<file path="src/rtl/uart_tx_cfg.sv">
// Parametrised UART transmitter: one start bit, DATA_W data bits LSB first,
// optional even/odd parity bit and 1 or 2 stop bits, with a start/busy/done handshake.
module uart_tx_cfg #(
    parameter int DATA_W       = 8,
    parameter int CLKS_PER_BIT = 16,
    parameter int PARITY       = 0,
    parameter int STOP_BITS    = 1
) (
    input  logic              clk,
    input  logic              reset,
    input  logic              start,
    input  logic [DATA_W-1:0] data,
    output logic              tx_busy,
    output logic              tx_done,
    output logic              tx
);

    localparam int BAUD_W = (CLKS_PER_BIT > 1) ? $clog2(CLKS_PER_BIT) : 1;
    localparam int BIT_W  = $clog2(DATA_W + 1);

    localparam logic [BAUD_W-1:0] LAST_BAUD = BAUD_W'(CLKS_PER_BIT - 1);
    localparam logic [BIT_W-1:0]  LAST_DATA = BIT_W'(DATA_W - 1);
    localparam logic [BIT_W-1:0]  LAST_STOP = BIT_W'(STOP_BITS - 1);

    typedef enum logic [2:0] {
        S_IDLE,
        S_START,
        S_DATA,
        S_PARITY,
        S_STOP
    } state_t;

    state_t            state;
    logic [BAUD_W-1:0] baud_cnt;
    logic [BIT_W-1:0]  bit_cnt;
    logic [DATA_W-1:0] shift_reg;
    logic              parity_bit;
    logic              bit_end;

    assign bit_end = (baud_cnt == LAST_BAUD);

    always_ff @(posedge clk or posedge reset) begin
        if (reset) begin
            state      <= S_IDLE;
            baud_cnt   <= '0;
            bit_cnt    <= '0;
            shift_reg  <= '0;
            parity_bit <= 1'b0;
            tx         <= 1'b1;
            tx_busy    <= 1'b0;
            tx_done    <= 1'b0;
        end else begin
            tx_done <= 1'b0;

            // Baud counter wraps at every bit boundary while a frame is in flight
            if (state != S_IDLE) begin
                baud_cnt <= bit_end ? '0 : baud_cnt + BAUD_W'(1);
            end

            case (state)
                S_IDLE: begin
                    if (start) begin
                        shift_reg  <= data;
                        parity_bit <= (PARITY == 2) ? ~(^data) : (^data);
                        tx         <= 1'b0;
                        tx_busy    <= 1'b1;
                        baud_cnt   <= '0;
                        bit_cnt    <= '0;
                        state      <= S_START;
                    end
                end

                S_START: begin
                    if (bit_end) begin
                        tx        <= shift_reg[0];
                        shift_reg <= shift_reg >> 1;
                        bit_cnt   <= '0;
                        state     <= S_DATA;
                    end
                end

                S_DATA: begin
                    if (bit_end) begin
                        if (bit_cnt == LAST_DATA) begin
                            bit_cnt <= '0;
                            if (PARITY != 0) begin
                                tx    <= parity_bit;
                                state <= S_PARITY;
                            end else begin
                                tx    <= 1'b1;
                                state <= S_STOP;
                            end
                        end else begin
                            tx        <= shift_reg[0];
                            shift_reg <= shift_reg >> 1;
                            bit_cnt   <= bit_cnt + BIT_W'(1);
                        end
                    end
                end

                S_PARITY: begin
                    if (bit_end) begin
                        tx      <= 1'b1;
                        bit_cnt <= '0;
                        state   <= S_STOP;
                    end
                end

                S_STOP: begin
                    if (bit_end) begin
                        if (bit_cnt == LAST_STOP) begin
                            tx_busy <= 1'b0;
                            tx_done <= 1'b1;
                            bit_cnt <= '0;
                            state   <= S_IDLE;
                        end else begin
                            bit_cnt <= bit_cnt + BIT_W'(1);
                        end
                    end
                end

                default: begin
                    state <= S_IDLE;
                end
            endcase
        end
    end

endmodule
</file>
<file path="config.mk">
export PLATFORM = sky130hd
export DESIGN_NAME = uart_tx_cfg
export DESIGN_NICKNAME = d
export VERILOG_FILES = /design/src/rtl/uart_tx_cfg.sv
export SDC_FILE = /design/constraint.sdc
export NUM_CORES = 1
export LEC_CHECK = 0
export BUFFER_PORTS_ARGS = -buffer_cell sky130_fd_sc_hd__buf_2
export CAP_MARGIN = 20
export CORE_UTILIZATION = 51
export DETAILED_ROUTE_END_ITERATION = 8
export PLACE_DENSITY_LB_ADDON = 0.1
export SYNTH_ARGS = -nofsm -noshare
export SYNTH_HDL_FRONTEND = slang
export SYNTH_SLANG_ARGS = --single-unit
</file>
<file path="constraint.sdc">
create_clock -name clk -period 2.1 [get_ports clk]
set_input_delay 0.42 -clock clk [delete_from_list [all_inputs] [get_ports clk]]
set_output_delay 0.42 -clock clk [all_outputs]
set_load 0.03 [all_outputs]
</file>
==> results_dict.tcl <==
set metrics [dict create \
    grt_max_degree 23 \
    worstSetupStartpointType "flop" \
    cts.sinks 22 \
    ys.flop_type "dfrtp_1" \
    r2r_setup_slack_ns 0.05 \
    yosys.area_share.simple_pct 18.0 \
    synth_compound_area_share_pct 14.7 \
    cp_max_fo 8 \
    hold_viol 0 \
    grt-ovfl-total 0 \
    clkTransAtPathRegs_ns 0.12 \
    worst_clock_skew_ns 0.000775 \
    powerDensity_nw_per_um2 474 \
    synth_enable_flop_cells 0 \
    synth_top_area_share_pct 43.4 \
    ys_ff_latch 22 \
    drive_above_1_share_pct 37.5 \
    p_leak_nw 0.728 \
    yosysSeqAreaShare_pct 45.6 \
    synth_top_family_by_area "simple AND/OR/NAND/NOR gates" \
    dpl.cell_count 164 \
    slew_violations 0 \
    tightest_slew_ns 0.591 \
    core_sq_um 2230 \
    die_y_microns 50.7 \
    max-slew-margin-rel_pct 60.5 \
    finalCritPeriodShare_pct 97.4 \
    largest_reg_flops 8 \
    dpl.hpwl_microns 1710 \
    grt_use_total_pct 21.2 \
    grt_pass1_wl_microns 4020 \
    drc 0 \
    numCtsBuffers 3 \
    synthMuxAreaShare_pct 14.7 \
    routedWlPerCell_microns 13.5 \
    avgSynthCellArea_sq_um 10.5 \
    whs_ns 0.116 \
    ios 14 \
    clk_path_buf_depth 2 \
    synth-xor-area-share_pct 0.724 \
    final_cell_mix "21 x dfrtp_1, 14 x buf_4, 13 x buf_2" \
    synthAdderAreaFrac_pct 3.10 \
    clk_latency_ns 0.30 \
    async_flop_share_pct 100 \
    arrival_ns 2.25 \
    drt_wl_total_microns 2320 \
    setup_violations 0 \
    nets 159 \
    vias 950 \
    viasPerCell 5.52 \
    drtPass1Iterations 4 \
    ant_nets 0 \
    syn_area_sq_um 1210 \
    dieArea_sq_um 2570 \
    die_w_microns 50.7 \
    ys_top_cells_by_area "dfrtp_1 43%, mux2_2 13%, o21ai_0 4.1%" \
    reg2reg_to "shift_reg[1]$_DFFE_PP0P_" \
    final.min_clock_period_ns 2.05 \
    drt-initial-drc-count 12 \
    htree_levels 1 \
    n_antenna_cell 0 \
    crit_type "reg -> reg" \
    ir_drop_uv 289 \
    r2r_cells 6 \
    initial_utilization_pct 54.2 \
    nFillCells 171 \
    io_buffers 13 \
    row_count 17 \
    layout_commonest_cell "dfrtp_1" \
    maxCapViolCount 0 \
    rsz0062_at_grt "no" \
    cp.required_ns 2.30 \
    r2r-start "bit_cnt[1]$_DFFE_PP0P_" \
    cts_tree "built" \
    end_kind "flop" \
    gp_congestion 0.796 \
    grt_pass1_vias 920 \
    min_path_type "in -> async" \
    outcome "finished, final reports clean" \
    cts_root_buffer "clkbuf_4" \
    synth_top_area_cell "dfrtp_1" \
    syn2layout_area_growth_pct 20.8 \
    yosysUniqueCellTypes 38 \
    fin_cells 172 \
    antenna_found_initial 0 \
    max_freq_mhz 489 \
    yosysWarnings 0 \
    syn_nets 129 \
    netlist_instances 115 \
]
-- metrics by stage --
| stage | TNS, ns | util (%) | setup WS [ns] | area (sq um) | power [mW] |
|---|---|---|---|---|---|
| floorplan | 0 | - | 0.0908 | 1210 | 0.453 |
| global placement | 0 | 61.5 | 0.0300 | 1370 | 0.467 |
| detailed placement | -0.0778 | 61.5 | -0.0180 | 1370 | 0.469 |
| CTS | -0.196 | 63.8 | -0.0337 | 1420 | 0.699 |
| global route | 0 | 65.4 | 0.00718 | 1460 | 0.718 |
| finish | 0 | 65.4 | 0.0543 | 1460 | 0.693 |
-- cell usage after synthesis (3+ instances only) --
| cell type | instances |
|---|---|
| a21oi_1 | 4 |
| dfrtp_1 | 21 |
| ha_1 | 3 |
| inv_1 | 5 |
| mux2_2 | 14 |
| nand2_1 | 11 |
| nand3_1 | 3 |
| nor2_1 | 8 |
| o21ai_0 | 10 |
-- layer usage --
metal | up-vias | track usage, % | share of wire [%] | wire length, microns
met5 | - | 0 | 0 | 0
met4 | 0 | 9.72 | 2.3 | 53
met3 | 4 | 2.73 | 2.2 | 52
met2 | 14 | 34.2 | 46 | 1080
met1 | 457 | 28.1 | 49 | 1140
li1 | 475 | - | - | -
-- worst max-delay path, stage by stage, from the launching register on --
cell     delay (ns)
dfrtp_1        0.41
ha_2           0.19
and3b_4        0.17
or4b_4         0.52
a31oi_4        0.18
buf_12         0.15
mux2_2         0.33
-- layout make-up --
type	instances	area (sq um)	area share (%)
multi-input cells	85	629	43.1
flip-flops and latches	22	552	37.8
repair buffers	28	190	13.0
clock buffers	4	36.3	2.48
well taps	28	35.0	2.40
inverters	5	18.8	1.28
-- timing repair --
item,in CTS,in global routing
hold buffers,0,0
setup endpoints to repair,7,7
pin swaps,1,1
gates resized for setup,0,3
buffers inserted,2,2
-- worst max path at each step --
stage	slack, ns	from	cells after the start	endpoint
after CTS	-0.03	bit_cnt[0]$_DFFE_PP0P_	5	shift_reg[5]$_DFFE_PP0P_
after floorplan	0.09	bit_cnt[0]$_DFFE_PP0P_	5	shift_reg[0]$_DFFE_PP0P_
final	0.05	bit_cnt[1]$_DFFE_PP0P_	6	shift_reg[1]$_DFFE_PP0P_
after global routing	0.007	bit_cnt[1]$_DFFE_PP0P_	6	shift_reg[1]$_DFFE_PP0P_
after global placement	0.03	bit_cnt[0]$_DFFE_PP0P_	5	shift_reg[1]$_DFFE_PP0P_
after detailed placement	-0.02	bit_cnt[0]$_DFFE_PP0P_	5	shift_reg[5]$_DFFE_PP0P_
-- where the power goes --
| part | switching [mW] | internal (mW) | total [mW] |
|---|---|---|---|
| Combinational | 0.0160 | 0.0142 | 0.0302 |
| Sequential | 0.00220 | 0.428 | 0.430 |
| Clock | 0.126 | 0.106 | 0.232 |
| Total | 0.144 | 0.548 | 0.693 |
-- cell families after synthesis --
| family | count (synthesis) |
|---|---|
| XOR/XNOR | 1 |
| adder cells (fa/ha/maj) | 3 |
| AND/OR/NAND/NOR | 39 |
| flip-flops | 22 |
| multiplexers | 16 |
| AO/OA/AOI/OAI | 26 |
| buffers and inverters | 8 |
No activity file was read; power rests on OpenSTA's default activity.
